<file path="src/rtl/fetch_pkg.sv">
// fetch_pkg: shared constants and entry type for the instruction fetch buffer
package fetch_pkg;
  localparam int DATA_WIDTH = 32;
  localparam logic [31:0] NOP_INSTR = 32'h00000013;
  typedef struct packed {
    logic [DATA_WIDTH-1:0] instr;
    logic [DATA_WIDTH-1:0] pc;
    logic [DATA_WIDTH-1:0] pc_plus4;
  } fetch_entry_t;
endpackage

</file>
<file path="src/rtl/instr_fetch_buffer_if.sv">
// instr_fetch_buffer_if: fetch-side push and decode-side pop signals of the fetch buffer
interface instr_fetch_buffer_if #(
  parameter int DATA_WIDTH = 32,
  parameter int DEPTH = 4
);
  logic                       FetchValid;
  logic [DATA_WIDTH-1:0]      Instr;
  logic [DATA_WIDTH-1:0]      PC;
  logic [DATA_WIDTH-1:0]      PCPlus4;
  logic                       FetchReady;
  logic                       Flush;
  logic                       DecodeReady;
  logic                       DecodeValid;
  logic [DATA_WIDTH-1:0]      InstrD;
  logic [DATA_WIDTH-1:0]      PCD;
  logic [DATA_WIDTH-1:0]      PCPlus4D;
  logic [$clog2(DEPTH):0]     Count;
  modport master (
    output FetchValid, Instr, PC, PCPlus4, Flush, DecodeReady,
    input  FetchReady, DecodeValid, InstrD, PCD, PCPlus4D, Count
  );
  modport slave (
    input  FetchValid, Instr, PC, PCPlus4, Flush, DecodeReady,
    output FetchReady, DecodeValid, InstrD, PCD, PCPlus4D, Count
  );
endinterface

</file>
<file path="src/rtl/fetch_buf_mem.sv">
// fetch_buf_mem: DEPTH-entry register array, synchronous write, asynchronous read, no reset
module fetch_buf_mem
  import fetch_pkg::*;
#(
  parameter int DEPTH = 4,
  parameter type entry_t = fetch_entry_t
) (
  input  logic                     clk,
  input  logic                     we,
  input  logic [$clog2(DEPTH)-1:0] waddr,
  input  entry_t                   wdata,
  input  logic [$clog2(DEPTH)-1:0] raddr,
  output entry_t                   rdata
);
  entry_t mem [DEPTH];
  // write the addressed entry on a push
  always_ff @(posedge clk) begin
    if (we) mem[waddr] <= wdata;
  end
  assign rdata = mem[raddr];
endmodule

</file>
<file path="src/rtl/instr_fetch_buffer.sv">
// instr_fetch_buffer: FIFO between fetch and decode with flush; optional same-cycle bypass via FETCH_BUF_BYPASS_EN
module instr_fetch_buffer
  import fetch_pkg::*;
#(
  parameter int DATA_WIDTH = 32,
  parameter int DEPTH = 4
) (
  input logic clk,
  input logic rst_n,
  instr_fetch_buffer_if.slave bus
);
  localparam int PW = $clog2(DEPTH);
  typedef struct packed {
    logic [DATA_WIDTH-1:0] instr;
    logic [DATA_WIDTH-1:0] pc;
    logic [DATA_WIDTH-1:0] pc_plus4;
  } entry_t;
  logic [PW-1:0] wr_ptr, rd_ptr;
  logic [PW:0]   count;
  logic          empty, bypass, push, pop;
  entry_t        wr_entry, rd_entry;
  assign empty = count == '0;
`ifdef FETCH_BUF_BYPASS_EN
  assign bypass = empty && bus.FetchValid && bus.DecodeReady && !bus.Flush;
`else
  assign bypass = 1'b0;
`endif
  assign bus.FetchReady = count != (PW+1)'(DEPTH);
  // a bypassed instruction is neither stored nor popped
  assign push = bus.FetchValid && bus.FetchReady && !bypass;
  assign pop  = !empty && bus.DecodeReady;
  assign wr_entry = '{instr: bus.Instr, pc: bus.PC, pc_plus4: bus.PCPlus4};
  fetch_buf_mem #(.DEPTH(DEPTH), .entry_t(entry_t)) u_mem (
    .clk   (clk),
    .we    (push && !bus.Flush),
    .waddr (wr_ptr),
    .wdata (wr_entry),
    .raddr (rd_ptr),
    .rdata (rd_entry)
  );
  // head mux: bypass input, NOP when empty, otherwise the stored head
  always_comb begin
    bus.DecodeValid = !empty || bypass;
    bus.InstrD      = bypass ? bus.Instr   : empty ? DATA_WIDTH'(NOP_INSTR) : rd_entry.instr;
    bus.PCD         = bypass ? bus.PC      : empty ? '0 : rd_entry.pc;
    bus.PCPlus4D    = bypass ? bus.PCPlus4 : empty ? '0 : rd_entry.pc_plus4;
  end
  assign bus.Count = count;
  // pointer and occupancy update; flush discards everything including this cycle's push
  always_ff @(posedge clk or negedge rst_n) begin
    if (!rst_n) begin
      wr_ptr <= '0;
      rd_ptr <= '0;
      count  <= '0;
    end else if (bus.Flush) begin
      wr_ptr <= '0;
      rd_ptr <= '0;
      count  <= '0;
    end else begin
      if (push) wr_ptr <= wr_ptr + PW'(1);
      if (pop) rd_ptr <= rd_ptr + PW'(1);
      if (push && !pop) count <= count + 1'b1;
      else if (pop && !push) count <= count - 1'b1;
    end
  end
endmodule
</file>
<file path="src/flat_wrapper.sv">
// flat-port wrapper written by rule: the top's interface ports become plain ports
module instr_fetch_buffer_flat import fetch_pkg::*;
#(
  parameter int DATA_WIDTH = 32,
  parameter int DEPTH = 4
)
  (clk, rst_n, bus_FetchValid, bus_Instr, bus_PC, bus_PCPlus4, bus_Flush, bus_DecodeReady, bus_FetchReady, bus_DecodeValid, bus_InstrD, bus_PCD, bus_PCPlus4D, bus_Count);
  instr_fetch_buffer_if #(.DATA_WIDTH(DATA_WIDTH), .DEPTH(DEPTH)) bus_i ();
  input logic clk;
  input logic rst_n;
  input wire logic [$bits(bus_i.FetchValid)-1:0] bus_FetchValid;
  input wire logic [$bits(bus_i.Instr)-1:0] bus_Instr;
  input wire logic [$bits(bus_i.PC)-1:0] bus_PC;
  input wire logic [$bits(bus_i.PCPlus4)-1:0] bus_PCPlus4;
  input wire logic [$bits(bus_i.Flush)-1:0] bus_Flush;
  input wire logic [$bits(bus_i.DecodeReady)-1:0] bus_DecodeReady;
  output wire logic [$bits(bus_i.FetchReady)-1:0] bus_FetchReady;
  output wire logic [$bits(bus_i.DecodeValid)-1:0] bus_DecodeValid;
  output wire logic [$bits(bus_i.InstrD)-1:0] bus_InstrD;
  output wire logic [$bits(bus_i.PCD)-1:0] bus_PCD;
  output wire logic [$bits(bus_i.PCPlus4D)-1:0] bus_PCPlus4D;
  output wire logic [$bits(bus_i.Count)-1:0] bus_Count;
  assign bus_i.FetchValid = bus_FetchValid;
  assign bus_i.Instr = bus_Instr;
  assign bus_i.PC = bus_PC;
  assign bus_i.PCPlus4 = bus_PCPlus4;
  assign bus_i.Flush = bus_Flush;
  assign bus_i.DecodeReady = bus_DecodeReady;
  assign bus_FetchReady = bus_i.FetchReady;
  assign bus_DecodeValid = bus_i.DecodeValid;
  assign bus_InstrD = bus_i.InstrD;
  assign bus_PCD = bus_i.PCD;
  assign bus_PCPlus4D = bus_i.PCPlus4D;
  assign bus_Count = bus_i.Count;
  instr_fetch_buffer #(.DATA_WIDTH(DATA_WIDTH), .DEPTH(DEPTH)) u_core (.clk(clk), .rst_n(rst_n), .bus(bus_i));
endmodule
</file>
<file path="config.mk">
export PLATFORM = sky130hd
export DESIGN_NAME = instr_fetch_buffer_flat
export DESIGN_NICKNAME = d
export VERILOG_FILES = /design/src/rtl/fetch_pkg.sv /design/src/rtl/instr_fetch_buffer_if.sv /design/src/rtl/fetch_buf_mem.sv /design/src/rtl/instr_fetch_buffer.sv /design/src/flat_wrapper.sv
export SDC_FILE = /design/constraint.sdc
export NUM_CORES = 1
export LEC_CHECK = 0
export CAP_MARGIN = 5
export CORE_MARGIN = 3
export CORE_UTILIZATION = 30
export CTS_CLUSTER_DIAMETER = 60
export DETAILED_ROUTE_END_ITERATION = 6
export HOLD_SLACK_MARGIN = 0.02
export PLACE_DENSITY = 0.56
export SYNTH_ARGS = -nofsm -noshare
export SYNTH_HDL_FRONTEND = slang
export SYNTH_SLANG_ARGS = --single-unit
</file>
<file path="constraint.sdc">
create_clock -name clk -period 3.9 [get_ports clk]
set_input_delay 1.17 -clock clk [delete_from_list [all_inputs] [get_ports clk]]
set_output_delay 1.17 -clock clk [all_outputs]
set_load 0.05 [all_outputs]
</file>
# Word level (Yosys, flattened, before mapping)
# Memory sizes are Yosys's and may differ from the RTL's.
# Cells that the tools add are included.
# totals
mem_count	1
latch_bits	0
romBits	0
ram_bits	384
ff_bits	7
output_inout_bits	101
wordCells	34
inputBits	101
# memory_table
name	depth	word_bits	read_ports	rd_ports_with_merged_regs	write_ports	line	text
u_core.u_mem.mem	4	96	1	0	1	fetch_buf_mem.sv:15	entry_t mem [DEPTH];
# classes
n_reduce_logical	13
order_cmp	0
mul	0
n_eq_ne	1
shifts	0
n_addsub	4
div	0
muxes	12
n_bitwise	0
# ops
operator	n
32-bit 2-to-1 mux	3
3-bit 2-to-1 mux	3
2-bit 2-to-1 mux	4
1-bit logical AND	5
2-bit by 1-bit adder with 2-bit output (second input constant)	2
1-bit logical NOT	4
2-bit nonzero test	2
3-bit by 1-bit adder with 3-bit output (second input constant)	1
3-bit logical NOT	1
3-bit != test (second input constant)	1
3-bit nonzero test	1
3-bit by 1-bit subtractor with 3-bit output (second input constant)	1
1-bit 2-to-1 mux	2

# Depth between registers and ports, before layout
# depth
depth_word	7
ltp_mapped	8
ltp_nobuf	7

# Cells and area by module
# From an unflattened synthesis, not the netlist that was laid out.
# hier_totals
cells_unflattened	674
area_unflattened_um2	15158.3
# modules_own_cells
mod	n_inst	area_per_inst_um2	seq_area_each_um2	cells_per_inst
fetch_buf_mem	1	13889.6	11531.1	506
instr_fetch_buffer	1	1268.7	175.2	168

# Least setup slack after synthesis
# Ideal clock, no wire load.
# synth_timing
kind	input-to-reg
start	in bus_FetchValid
end	mem u_core.u_mem.mem[0][0] (netlist name), enable pin
path_stages	4
setup_time_ns	0.466
path_slack_ns	-0.572
t_arrival_ns	4.006
t_required_ns	3.434
cell_sequence	clkbuf_1 -> inv_1 -> nor3_1 -> and2_1
# synth_between
elab_chain_len	4
# synth_lines
element	line	text
start: declaration	flat_wrapper.sv:11	input wire logic [$bits(bus_i.FetchValid)-1:0] bus_FetchValid;
1-bit logical AND	instr_fetch_buffer.sv:30	assign push = bus.FetchValid && bus.FetchReady && !bypass;
1-bit logical AND	instr_fetch_buffer.sv:35	.we (push && !bus.Flush),
1-bit 2-to-1 mux	fetch_buf_mem.sv:18	if (we) mem[waddr] <= wdata;
1-bit 2-to-1 mux (implied by the code)	fetch_buf_mem.sv:18	
end: declaration	fetch_buf_mem.sv:15	
# Every way passes these cells.

# Final worst setup path
# layout_timing
start	reg u_core.rd_ptr[0]
end	out bus_InstrD[0]
# layout_between
elab_chain_len	2
# layout_lines
element	line	text
start: declaration	instr_fetch_buffer.sv:18	logic [PW-1:0] wr_ptr, rd_ptr;
start signal: assignment	instr_fetch_buffer.sv:61	if (pop) rd_ptr <= rd_ptr + PW'(1);
memory 4 x 96 bit	--	
32-bit 2-to-1 mux	instr_fetch_buffer.sv:44	bus.InstrD = bypass ? bus.Instr : empty ? DATA_WIDTH'(NOP_INSTR) : rd_entry.instr;
end: declaration	flat_wrapper.sv:19	output wire logic [$bits(bus_i.InstrD)-1:0] bus_InstrD;
# Every way passes these cells.

==> flow_metrics.py <==
metrics = {
    "pwr": {
        "p_int_mw": 8.828,
        "power_switching_mw": 5.148,
        "power_switching_share_pct": 36.84,
        "power_frac_comb_pct": 37.6,
        "powerDensity_nw_per_um2": 730.3,
        "max-vdd-ir-drop_uv": 440.0,
        "pwr-share-clk_pct": 27.0,
        "power.leakage_nw": 6.160,
        "seq_power_share_pct": 35.4,
    },
    "worst_setup_path": {
        "crit_path_max_incr_delay_ps": 520,
        "path_buf_inv": 3,
        "critical_path_peak_fanout": 27,
        "slowest_stage": "mux4_2",
        "crit_chain": "buf_16 -> buf_16 -> mux4_2 -> or2_1 -> buf_4",
        "arrival_ps": 2570,
        "end_kind": "output port",
        "cp_common_cell": "buf_16",
        "path_class": "flop to output port",
        "crit_required_ps": 2730,
        "cp-start-kind": "flop",
        "critPathTopFamily": "buffers and inverters",
    },
    "yosys": {
        "ys.flop_type": "edfxtp_1",
        "syn_inst": 671,
        "yosys_warnings": 0,
        "synth_seq_area_share_pct": 77.77,
        "synth_area_per_cell_um2": 22.43,
        "synth_seq_cells": 391,
        "syn_nets": 777,
        "synth_edf_count": 384,
        "syn-cell-area_um2": 15050,
        "async_reset_ff_share_pct": 1.790,
        "synth_cell_types": 34,
    },
    "sta": {
        "fmax_mhz": 267.5,
        "timing.final.ws_setup_ps": 162.3,
        "final-hold-violation-count": 0,
        "tightest_slew_ps": 555.9,
        "timing.final.crit_share_pct": 95.84,
        "tns_ps": 0,
        "fin_crit_ps": 3738,
        "setup_violations": 0,
        "rsz0062_at_grt": "false",
        "drv_slew": 0,
        "relSlewSlack_pct": 62.66,
        "fin_worst_skew_ps": 12.90,
    },
    "drt": {
        "drc": 0,
        "drt_first_pass_iters": 4,
        "route.met3.wl_mm": 2.426,
        "vias": 7140,
        "wl_per_cell_um": 19.79,
        "via_per_inst": 4.474,
        "wl_met1_mm": 12.95,
        "drt_iter0_drc": 493,
        "postRouteAntennaNets": 0,
        "wl_mm": 31.58,
        "met2_length_mm": 15.40,
        "dr.max_layer_used": "met5",
    },
    "die": {
        "die_x_um": 230,
        "initial_utilization_pct": 30.56,
        "ios": 202,
        "fp.dieH_um": 230,
        "rows": 81,
        "core-area_um2": 49250,
        "dieArea_um2": 52900,
    },
    "clock_network": {
        "post_cts_buffers": 0,
        "tritoncts": "done",
        "clk_latency_ps": 560,
        "cts_root_buf": "clkbuf_16",
        "cts_hold_buf": 0,
        "path_clk_slew_ps": 60,
        "cts.path.max_buffers": 3,
        "ctsHtreeMaxLevel": 2,
        "numCtsBuffers": 44,
        "cts.sinks": 391,
    },
    "hold_path": {
        "holdCritPathClass": "flop to flop",
    },
    "final_layout": {
        "syn_to_final_growth_pct": 27.12,
        "nFillCells": 4535,
        "final_net_count": 1007,
        "insertedDiodeCount": 0,
        "layout-drive-gt1-share_pct": 28.11,
    },
    "global_route": {
        "globalRouteOverflowTotal": 0,
        "grt_max_degree": 53,
        "grt_pass1_vias": 7644,
        "grt_pass1_wl_mm": 47.53,
        "antenna_found_initial": 4,
        "track_usage_pct": 11.88,
    },
    "placed_design": {
        "pre_cts_ws_ps": 496.9,
        "hpwl_mm": 18.56,
        "place_congestion": 0.6867,
        "port_buffers": 201,
    },
    "run_status": {
        "outcome": "complete, no violations",
    },
    "job": {
        "maxCapViolCount": 0,
    },
}
[cell families (layout without fill, tap and decap cells)]
kind of cell | Yosys count | in the layout | share of synthesized area, %
AO/OA/AOI/OAI | 14 | 14 | 0.6981
flip-flops | 391 | 391 | 77.77
XOR/XNOR | 2 | 2 | 0.1164
buffers and inverters | 45 | 306 | 1.654
AND/OR/NAND/NOR | 115 | 115 | 4.721
adder cells (fa/ha/maj) | 5 | 5 | 0.4655
multiplexers | 99 | 99 | 14.58
[layout make-up]
class,count,area (um^2),area share (%)
flip-flops and latches,391,11710,61.21
inverters,8,30.03,0.1569
clock inverters,23,163.9,0.8565
clock buffers,54,1160,6.061
repair buffers,221,2130,11.13
well taps,664,830.8,4.342
multi-input cells,235,3108,16.24
[worst paths after layout]
path                                     start             endpoint  slack (ps)  cells after the start
hold / removal                u_core.wr_ptr[0]     u_core.wr_ptr[0]         610                      2
setup / recovery              u_core.rd_ptr[0]        bus_InstrD[0]         160                      5
min in group asynchronous                rst_n  u_core.bus.Count[0]         910                      1
max in group asynchronous                rst_n     u_core.rd_ptr[0]        2680                      1
setup reg to reg           u_core.bus.Count[0]  u_core.bus.Count[2]        1470                      6
hold reg to reg               u_core.wr_ptr[0]     u_core.wr_ptr[0]         610                      2
[flip-flops by register name, summed over array words and instances (netlist names)]
| name | count |
|---|---|
| u_core.bus.Count | 3 |
| u_core.wr_ptr | 2 |
| u_core.u_mem.mem | 384 |
| u_core.rd_ptr | 2 |
[layer usage]
metal	global-route usage, %	vias up
met4	4.170	8
met5	0	-
li1	-	3195
met2	19.25	205
met3	4.063	62
met1	14.89	3670
[metrics by stage]
stage	hold slack [ps]	instances	util, %	power, mW	cell area, um^2
2_1_floorplan	557.3	671	-	8.723	15060
3_3_place_gp	593.4	1519	36.17	10.47	17810
3_5_place_dp	602.3	1519	36.17	10.48	17810
4_1_cts	611.0	1596	38.81	14.26	19120
5_1_grt	639.8	1596	38.85	14.63	19140
6_report	612.4	1596	38.85	13.98	19140
[cell usage after synthesis, types with 3 or more instances]
library cell / count / area [um^2]
and2_1: 4 / 25.02
buf_2: 12 / 60.06
buf_6: 6 / 67.56
clkbuf_1: 17 / 63.81
dfrtp_1: 7 / 175.2
edfxtp_1: 384 / 11530
ha_1: 4 / 50.05
inv_1: 8 / 30.03
mux4_2: 96 / 2162
nor2_1: 8 / 30.03
nor2b_1: 91 / 569.3
o21ai_0: 3 / 15.01
or2_1: 3 / 18.77
[placed cells by master (no fill, tap or decap), types with 4 or more instances in the layout]
master,Yosys,routed
edfxtp_1,384,384
clkdlybuf4s50_1,0,107
mux4_2,96,96
nor2b_1,91,91
buf_4,1,83
clkbuf_16,0,45
dlygate4sd2_1,0,17
buf_12,1,11
clkinv_1,0,10
clkbuf_1,17,9
inv_1,8,8
nor2_1,8,8
dfrtp_1,7,5
and2_4,0,4
ha_1,4,4
clkinv_2,0,4
[worst reg2reg max path, stage by stage (launching register included)]
cell and delay [ps]:
dfrtp_1 530, nor3b_1 420, inv_1 170, and3_1 210, fa_1 430, o311a_1 360, a211oi_1 220
[power groups by stage]
stage               Sequential (mW)  Clock [mW]  Combinational (mW)
floorplan                      5.01           0                3.72
global placement               5.03           0                5.44
detailed placement             5.04           0                5.44
CTS                            4.95        3.92                5.39
global route                   4.97        4.09                5.57
finish                         4.95        3.77                5.26
[timing repair]
action,in CTS,in global routing
pin swaps,0,0
endpoints found under the setup margin,17,4
hold endpoints to repair,0,0
resized for setup,17,3
Note: power is estimated with default switching activity, not from simulation.
